--- src/rtl/varredura_display.sv ---
// rtl/varredura_display.sv - multiplexed 4-digit hex display scanner with frame-synchronous value update
module varredura_display #(
    parameter int DIV = 50000
) (
    input  logic        clock,
    input  logic        reset,
    input  logic        carga,
    input  logic [15:0] valor,
    input  logic        apagar_zeros,
    output logic [3:0]  digito,
    output logic        apaga,
    output logic [3:0]  anodo,
    output logic        atualizado
);

    localparam int CW = $clog2(DIV);

    logic [CW-1:0] cnt;
    logic [1:0]    indice;
    logic [15:0]   exibido;
    logic [15:0]   pendente;
    logic          pend_ok;
    logic          zeros_en;
    logic          tick;
    logic          frame_end;
    logic [3:0]    lz;

    assign tick      = (cnt == CW'(DIV - 1));
    assign frame_end = tick && (indice == 2'd3);

    always_ff @(posedge clock or negedge reset) begin
        if (!reset) begin
            cnt        <= '0;
            indice     <= 2'd0;
            exibido    <= 16'h0000;
            pendente   <= 16'h0000;
            pend_ok    <= 1'b0;
            zeros_en   <= 1'b0;
            atualizado <= 1'b0;
        end else begin
            cnt <= tick ? '0 : cnt + 1'b1;
            if (tick) begin
                indice <= indice + 2'd1;
            end
            // The transfer reads the old shadow value, so a load on the
            // frame-end cycle lands in pendente for the following frame.
            atualizado <= frame_end && pend_ok;
            if (frame_end && pend_ok) begin
                exibido <= pendente;
            end
            if (carga) begin
                pendente <= valor;
                pend_ok  <= 1'b1;
            end else if (frame_end) begin
                pend_ok  <= 1'b0;
            end
            zeros_en <= apagar_zeros;
        end
    end

    // lz[k]: nibbles k..3 of the shown value are all zero
    always_comb begin
        lz[0] = 1'b0;
        lz[3] = (exibido[15:12] == 4'h0);
        lz[2] = lz[3] && (exibido[11:8] == 4'h0);
        lz[1] = lz[2] && (exibido[7:4] == 4'h0);
    end

    always_comb begin
        anodo  = 4'b0001 << indice;
        digito = exibido[{indice, 2'b00} +: 4];
        apaga  = zeros_en && (indice != 2'd0) && lz[indice];
    end

endmodule

--- config.mk ---
export PLATFORM = sky130hd
export DESIGN_NAME = varredura_display
export DESIGN_NICKNAME = d
export VERILOG_FILES = /design/src/rtl/varredura_display.sv
export SDC_FILE = /design/constraint.sdc
export NUM_CORES = 1
export LEC_CHECK = 0
export ABC_AREA = 1
export BUFFER_PORTS_ARGS = -buffer_cell sky130_fd_sc_hd__buf_4
export CAP_MARGIN = 15
export CORE_MARGIN = 2
export CORE_UTILIZATION = 40
export CTS_BUF_LIST = sky130_fd_sc_hd__clkbuf_16
export CTS_CLUSTER_DIAMETER = 120
export CTS_CLUSTER_SIZE = 25
export DETAILED_ROUTE_END_ITERATION = 16
export PLACE_DENSITY = 0.56
export SYNTH_ARGS = -nofsm -noshare
export SYNTH_HDL_FRONTEND = slang
export SYNTH_SLANG_ARGS = --single-unit
--- constraint.sdc ---
create_clock -name clock -period 3.9 [get_ports clock]
set_input_delay 1.17 -clock clock [delete_from_list [all_inputs] [get_ports clock]]
set_output_delay 1.17 -clock clock [all_outputs]
set_load 0.03 [all_outputs]
==> implementation parameters, run 1 <==
Parameter                              Value

Floorplan
  Area of the die ... 0.00734 mm2
  Area of the core ... 0.00639 mm2
  Number of standard-cell rows in the floorplan ... 29
  Width of the chip ... 85.6 um
  Initial core utilization ... 41.8%
  Die Span Y ... 85.6 um
  # IOs ... 30

Logic synthesis
  Net Count, Synth ... 351
  Post-synth EDFFs ... 0
  Yosys top cell by area ... sky130_fd_sc_hd__dfrtp_1
  Library cell with the highest instance count after synthesis ... sky130_fd_sc_hd__nand2_1
  Post-Synthesis Cell Area ... 0.00267 mm2
  Leading register cell type out of synthesis ... sky130_fd_sc_hd__dfrtp_1
  Synth Area in Compound Gates ... 4.32%
  Mux share of post-synthesis cell area ... 0%
  Async set-or-reset flop fraction in the synthesized netlist ... 100%
  Post-synthesis register bit count ... 53
  Mean post-synth cell area ... 8.18 um2
  Sequential-to-total area share from yosys stat ... 49.7%
  Top area cells in the synthesized netlist ... sky130_fd_sc_hd__dfrtp_1, sky130_fd_sc_hd__nand2_1, sky130_fd_sc_hd__nor2_1
  Xor/xnor share of the synthesized area ... 2.30%
  Gate Count Post-Synth ... 326
  Ranking of synthesized cells by instance count ... sky130_fd_sc_hd__nand2_1, sky130_fd_sc_hd__dfrtp_1, sky130_fd_sc_hd__nor2_1, sky130_fd_sc_hd__inv_1, sky130_fd_sc_hd__nand4_1
  Area share of fa/ha/maj cells after synthesis ... 2.35%
  Simple-gate share of the synthesized area ... 32.8%
  Combinational family with the most area after synthesis ... simple AND/OR/NAND/NOR gates
  Proportion of netlist area held by the largest area contributor ... 49.7%
  Count of unique library cells instantiated by Yosys ... 26
  Ys Warns ... 0

Timing
  Slew Limit Headroom ... 55.3%
  Worst Clk Skew ... 0.00609 ns
  Slew Viols, Final ... 0
  Unrepaired setup endpoints after global routing ... no
  Slew at the pin closest to its max-slew limit ... 0.670 ns
  Final setup TNS ... 0 ns
  Part of the cycle the worst path needs ... 80.8%
  Final min period ... 3.15 ns
  Final hold violations ... 0
  Fmax ... 0.318 GHz
  Final setup violation count ... 0

Layout
  Register area ... 0.00133 mm2
  Multi-input gate area in the final layout ... 0.00111 mm2
  Core Util, Final ... 47.5%
  Fillers ... 640
  NumNets Final ... 377
  Share of cells above drive strength 1 ... 14.2%
  Filler-free cell count of the finished design ... 430
  Number of antenna repair diodes ... 0
  Area grow syn2layout ... 13.7%

Power and ir drop
  Worst-case vdd ir drop ... 0.191 mV
  Total Power Consumption ... 1060 uW
  Leakage Power ... 0.00162 uW
  Power per cell area ... 350 mW/mm2

Routing
  Router iterations before antenna repair ... 4
  Detailed-route wire length per cell ... 13.4 um
  DRC ... 0
  Final wirelength ... 5750 um
  Via count ... 2102
  Via count normalized by instance count ... 4.89
  ANT nets after route ... 0
  Violation count after the first detailed-route iteration ... 159

Run status
  Run status ... finished, final reports clean

GRT
  Global route hottest layer ... met2
  Number of global-route vias before repair ... 2112
  Met3 Track Usage GR ... 3.46%
  Remaining global-route overflow ... 0
  Number of antenna violations at the first check in global routing ... 0
  Global Route Usage Sum ... 17.6%
  Pin count of the biggest net entering global routing ... 54
  Met2 global-route usage ... 27.2%
  Wire length of the first global-routing pass ... 10200 um
  GR met1 Demand/Resource ... 25.5%

Critical path
  Cell family with the largest share of critical-path delay ... flip-flops
  Critical Setup Path Class ... flop to primary output
  Cells on worst reg2reg path ... 7
  Critical path peak fanout ... 14
  CP endpoint kind ... primary output
  Number of gates on the worst path with buffers counted ... 7
  Master of the slowest instance on the critical path ... sky130_fd_sc_hd__dfrtp_1
  Type of element launching the critical path ... flop
  Critical path cell sequence ... inv_1 > ha_1 > nand3b_1 > nor3_1 > nand2_1 > nor2_1 > buf_4
  Endpoint required time on the critical path ... 2.73 ns
  Worst EP arrival ... 1.98 ns
  Buffers and inverters on the worst path ... 2
  Worst path max stage delay ... 0.50 ns

Clock tree
  Source-to-sink clock delay at the later pin of the worst-skew pair ... 0.29 ns
  CTS Buffer Depth ... 2
  Clock sink total ... 53
  Post-CTS Resized ... 0
  Reg clk slew, reported paths ... 0.07 ns
  Inserted Clock Buffers ... 5
  Total setup buffers inserted after CTS ... 0
  Number of H-tree branching levels ... 2
  Clock tree from TritonCTS ... done
  Cts hold-fix bufs ... 0
  Clk root buf ... sky130_fd_sc_hd__clkbuf_16

Flow run
  Max-capacitance violation count ... 0

Placed design
  Dpl cells ... 422
  Hpwl dp ... 4090 um
  Buffers added on ports ... 29
  Gpl congestion ... 0.894

Hold path
  Cell depth of the worst hold path ... 2
  Hold Path Class ... flop to flop
-- routing by layer --
layer	vias up	wire, um
met1	960	2830
met3	6	237
met5	-	0
met4	0	52
met2	51	2630
li1	1085	-
-- worst register-to-register path, delay by kind of cell, from the launching register on --
kind / cells / cell delay (ns)
AND/OR/NAND/NOR: 5 / 0.96
flip-flops: 1 / 0.41
adder cells (fa/ha/maj): 1 / 0.26
buffers and inverters: 1 / 0.07
-- sequential cells by signal (all words and copies together), names as in the netlist --
| name | flops |
|---|---|
| pend_ok | 1 |
| atualizado | 1 |
| indice | 2 |
| cnt | 16 |
| zeros_en | 1 |
| pendente | 16 |
| exibido | 16 |
-- metrics by stage --
stage	instance area [um2]	setup slack [ns]	hold slack (ns)
5_1_grt	3030	0.575	0.495
3_3_place_gp	2880	1.18	0.456
2_1_floorplan	2670	0.927	0.442
4_1_cts	3030	0.758	0.480
3_5_place_dp	2880	1.09	0.461
6_report	3030	0.751	0.479
-- cell type report --
| type | count | share of cell area [%] |
|---|---|---|
| Clock inverter | 3 | 0.743 |
| Sequential cell | 53 | 43.7 |
| Timing Repair Buffer | 30 | 7.43 |
| Tap cell | 77 | 3.18 |
| Multi-Input combinational cell | 230 | 36.8 |
| Clock buffer | 5 | 4.13 |
| Inverter | 32 | 4.00 |
-- power by group --
part           internal, uW  switching (uW)  total [uW]  leakage (uW)
clock network           238             204         442     0.0000621
registers               564            8.77         573      0.000690
logic                  18.6            25.6        44.2      0.000869
-- path summary, 6_finish.rpt --
| kind | startpoint | end | slack (ns) |
|---|---|---|---|
| hold reg to reg | pendente[15] | pendente[15] | 0.48 |
| setup / recovery | indice[0] | apaga | 0.75 |
| min in group asynchronous | reset | cnt[15] | 0.90 |
| max in group asynchronous | reset | pendente[14] | 2.54 |
| hold / removal | pendente[15] | pendente[15] | 0.48 |
| setup reg to reg | cnt[0] | exibido[12] | 2.14 |
-- kinds of logic after synthesis --
group           count (synthesis)
buf+inv                        43
compound gates                 22
simple gates                  196
flops                          53
xor+xnor                        7
fa+ha+maj                       5
-- cells in the final DEF, fill, tap and decap left out, drive strengths merged, types with 3 or more instances in the layout --
cell type,n
a21oi,6
buf,30
clkbuf,5
clkinv,3
clkinvlp,3
dfrtp,53
ha,5
inv,29
nand2,120
nand3,8
nand4,20
nor2,42
nor3,5
o21ai,14
xor2,7
(Power assumes the default switching activity.)
==> run 2: changes to the inputs <==
Settings changed: ABC_AREA 1 to 0, PLACE_DENSITY 0.56 to 0.59.
Clock period 3.9 ns to 2.8 ns, I/O delays scaled along.
==> run 2 against run 1 <==
Sequential power is 40% higher. Core utilization increased by 2.2 points. Sequential share of layout area grew 4.2 points. Count of clock-buffer cells in the layout unchanged. Worst hold slack better by 0.013 ns. Non-clock buffer count shrank 1. Register-to-register slack got worse by 1.5 ns. Sequential cell count is the same. Total power rose by 46%. Worst setup slack lost 0.49 ns. Via count shrank 35%. Synthesized cell count is 49% lower. Critical endpoint unchanged.
==> implementation parameters, run 2 <==
Parameter                              Value

Floorplan
  # IOs ... 30 (unchanged)
  Die Span Y ... 80.5 um (-6.0%)
  Area of the die ... 0.00649 mm2 (-12%)
  Number of standard-cell rows in the floorplan ... 27 (-6.9%)
  Area of the core ... 0.00557 mm2 (-13%)
  Width of the chip ... 80.5 um (-6.0%)
  Initial core utilization ... 42.0% (+0.29 points)

Power and ir drop
  Share of total power in the clock network ... 43.9% (+2.2 points)
  Relative contribution of combinational cells to total power ... 4.2% (about the same)
  Switching part of the total power ... 19.4% (-3.2 points)
  Power per cell area ... 558 mW/mm2 (+60%)
  Share of total power in sequential cells ... 51.9% (-2.2 points)
  Leakage Power ... 0.00124 uW (-24%)
  P_sw ... 299 uW (+25%)
  Internal cell power ... 1250 uW (+52%)
  Worst-case vdd ir drop ... 0.242 mV (+27%)

Routing
  Router iterations before antenna repair ... 4 (unchanged)
  Via count ... 1369 (-35%)
  Final wirelength ... 4230 um (-26%)
  Detailed-route wire length per cell ... 15.8 um (+18%)
  ANT nets after route ... 0 (unchanged)
  Via count normalized by instance count ... 5.11 (+4.5%)
  DRC ... 0 (unchanged)
  Violation count after the first detailed-route iteration ... 97 (-39%)

Critical path
  Master of the slowest instance on the critical path ... sky130_fd_sc_hd__dfrtp_1
  Cell family with the largest share of critical-path delay ... flip-flops
  Reg2reg start ... cnt[0]
  Number of gates on the worst path with buffers counted ... 5 (-2)
  RR Endpoint ... exibido[5]
  Worst EP arrival ... 1.70 ns (-0.28 ns)
  Register-to-register setup slack ... 0.64 ns (-1.50 ns)
  Type of element launching the critical path ... flop
  Critical Setup Path Class ... flop to primary output
  Cells on worst reg2reg path ... 5 (-2)
  Buffers and inverters on the worst path ... 2 (unchanged)
  Critical path peak fanout ... 9 (-5)
  Critical path cell sequence ... inv_1 > ha_1 > nand3b_1 > a21oi_1 > buf_4
  Worst path max stage delay ... 0.57 ns (+0.07 ns)
  CP endpoint kind ... primary output
  Endpoint required time on the critical path ... 1.96 ns (-0.77 ns)

Logic synthesis
  Ranking of synthesized cells by instance count ... sky130_fd_sc_hd__dfrtp_1, sky130_fd_sc_hd__mux2_2, sky130_fd_sc_hd__mux2_4, sky130_fd_sc_hd__nor2_1
  Ys Warns ... 0 (unchanged)
  Count of unique library cells instantiated by Yosys ... 31 (+19%)
  Proportion of netlist area held by the largest area contributor ... 56.6% (+6.9 points)
  Gate Count Post-Synth ... 165 (-49%)
  Yosys top cell by area ... sky130_fd_sc_hd__dfrtp_1
  Top area cells in the synthesized netlist ... sky130_fd_sc_hd__dfrtp_1, sky130_fd_sc_hd__mux2_2, sky130_fd_sc_hd__mux2_4
  Leading register cell type out of synthesis ... sky130_fd_sc_hd__dfrtp_1
  Sequential-to-total area share from yosys stat ... 56.6% (+6.9 points)
  Async set-or-reset flop fraction in the synthesized netlist ... 100% (unchanged)
  Library cell with the highest instance count after synthesis ... sky130_fd_sc_hd__dfrtp_1
  Post-synthesis register bit count ... 53 (unchanged)
  Post-Synthesis Cell Area ... 0.00234 mm2 (-12%)
  Mean post-synth cell area ... 14.2 um2 (+74%)
  Post-synth EDFFs ... 0 (unchanged)
  Net Count, Synth ... 190 (-46%)

Timing
  Final hold violations ... 0 (unchanged)
  Part of the cycle the worst path needs ... 90.9%
  Slew at the pin closest to its max-slew limit ... 0.652 ns (-0.0180 ns)
  Unrepaired setup endpoints after global routing ... no
  Worst hold-check slack ... 0.492 ns (+0.0133 ns)
  Final setup TNS ... 0 ns (unchanged)
  Slew Viols, Final ... 0 (unchanged)
  Post-route worst setup slack ... 0.256 ns (-0.494 ns)
  Worst Clk Skew ... 0.00367 ns (-0.00242 ns)
  Slew Limit Headroom ... 56.5% (+1.2 points)
  Fmax ... 0.393 GHz
  Final setup violation count ... 0 (unchanged)
  Final min period ... 2.54 ns

GRT
  Wire length of the first global-routing pass ... 7330 um (-28%)
  Remaining global-route overflow ... 0 (unchanged)
  Pin count of the biggest net entering global routing ... 54 (unchanged)
  Global Route Usage Sum ... 15.0% (-2.6 points)
  Number of antenna violations at the first check in global routing ... 0 (unchanged)
  Number of global-route vias before repair ... 1459 (-31%)

Layout
  NumNets Final ... 220 (-42%)
  Share of cells above drive strength 1 ... 38.3% (+24 points)
  Area grow syn2layout ... 18.0%
  Number of antenna repair diodes ... 0 (unchanged)
  Leading registers by flop count ... cnt: 16 flops, exibido: 16 flops, pendente: 16 flops
  Most common cell after layout, fill and taps aside ... sky130_fd_sc_hd__dfrtp_1
  Fillers ... 503 (-21%)
  Most used cells in the layout excluding fill and tap cells ... sky130_fd_sc_hd__dfrtp_1, sky130_fd_sc_hd__buf_4, sky130_fd_sc_hd__mux2_2, sky130_fd_sc_hd__nor2_1, sky130_fd_sc_hd__mux2_4

Clock tree
  Clk root buf ... sky130_fd_sc_hd__clkbuf_16
  Reg clk slew, reported paths ... 0.07 ns (about the same)
  Number of H-tree branching levels ... 2 (unchanged)
  Cts hold-fix bufs ... 0 (unchanged)
  Clock sink total ... 53 (unchanged)
  Inserted Clock Buffers ... 5 (unchanged)
  Post-CTS Resized ... 0 (unchanged)
  Clock tree from TritonCTS ... done
  CTS Buffer Depth ... 2 (unchanged)
  Source-to-sink clock delay at the later pin of the worst-skew pair ... 0.29 ns (about the same)
  Total setup buffers inserted after CTS ... 0 (unchanged)

Placed design
  Hpwl dp ... 3000 um (-27%)
  Gpl congestion ... 0.877 (-1.9%)
  Minimum setup slack after placement ... 0.559 ns (-0.532 ns)
  Buffers added on ports ... 29 (unchanged)

Hold path
  WHS Endpoint ... pend_ok
  Source of the worst hold timing path ... pend_ok
  Cell depth of the worst hold path ... 1 (-1)
  Hold Path Class ... flop to flop

Flow run
  Max-capacitance violation count ... 0 (unchanged)

Run status
  Run status ... finished, final reports clean
-- run 2: area by class of cell --
cell class              count  area, um2  share of cell area [%]
well taps                  72       90.1                    3.26
multi-input cells         104        958                    34.6
clock buffers               5        125                    4.52
repair buffers             29        218                    7.87
inverters                   2       7.51                   0.271
flip-flops and latches     53       1330                    47.9
clock inverters             3       41.3                    1.49
-- run 2: power by group through the flow --
stage | Clock (uW) | Combinational (uW) | Sequential [uW]
after floorplan | 0 | 28.5 | 812
after detailed placement | 0 | 67.1 | 817
after CTS | 694 | 67.2 | 802
final | 678 | 65.0 | 802
after global placement | 0 | 63.8 | 816
after global routing | 745 | 73.1 | 804
-- run 2: kinds of logic (layout without fill, tap and decap cells) --
kind of cell	count (synthesis)	in the layout	share of synthesized area, %
buf+inv	8	39	2.51
fa+ha+maj	5	5	2.67
xor+xnor	14	14	5.23
flops	53	53	56.6
mux	37	37	21.1
compound gates	4	4	0.961
simple gates	44	44	10.9
-- run 2: how the worst max path moves through the flow --
| stage | from | to | slack (ns) |
|---|---|---|---|
| 2_1_floorplan | indice[0] | apaga | 0.14 |
| 3_3_place_gp | indice[0] | apaga | 0.59 |
| 3_5_place_dp | indice[0] | apaga | 0.56 |
| 4_1_cts | indice[0] | apaga | 0.24 |
| 5_1_grt | indice[0] | apaga | 0.13 |
| 6_report | indice[0] | apaga | 0.26 |
-- run 2: worst reg2reg max path: stages, from the launching register on --
cell,delay [ns]
sky130_fd_sc_hd__dfrtp_1,0.44
sky130_fd_sc_hd__ha_1,0.27
sky130_fd_sc_hd__and3_1,0.22
sky130_fd_sc_hd__and4_4,0.33
sky130_fd_sc_hd__and3_4,0.41
sky130_fd_sc_hd__mux2_2,0.38
-- run 2: through the flow --
stage,power [uW],utilization [%],instance area (um2),std cells
2_1_floorplan,840,-,2340,165
3_3_place_gp,880,46.6,2600,260
3_5_place_dp,884,46.6,2600,260
4_1_cts,1560,49.6,2770,268
5_1_grt,1620,49.6,2770,268
6_report,1540,49.6,2770,268
-- run 2: per-layer routing --
layer	vias to the layer above	track usage, %	part of all wire [%]
met5	-	0	0
met4	0	5.08	2.1
met3	9	4.16	4.6
met2	26	22.3	46
met1	686	21.1	47
li1	648	-	-
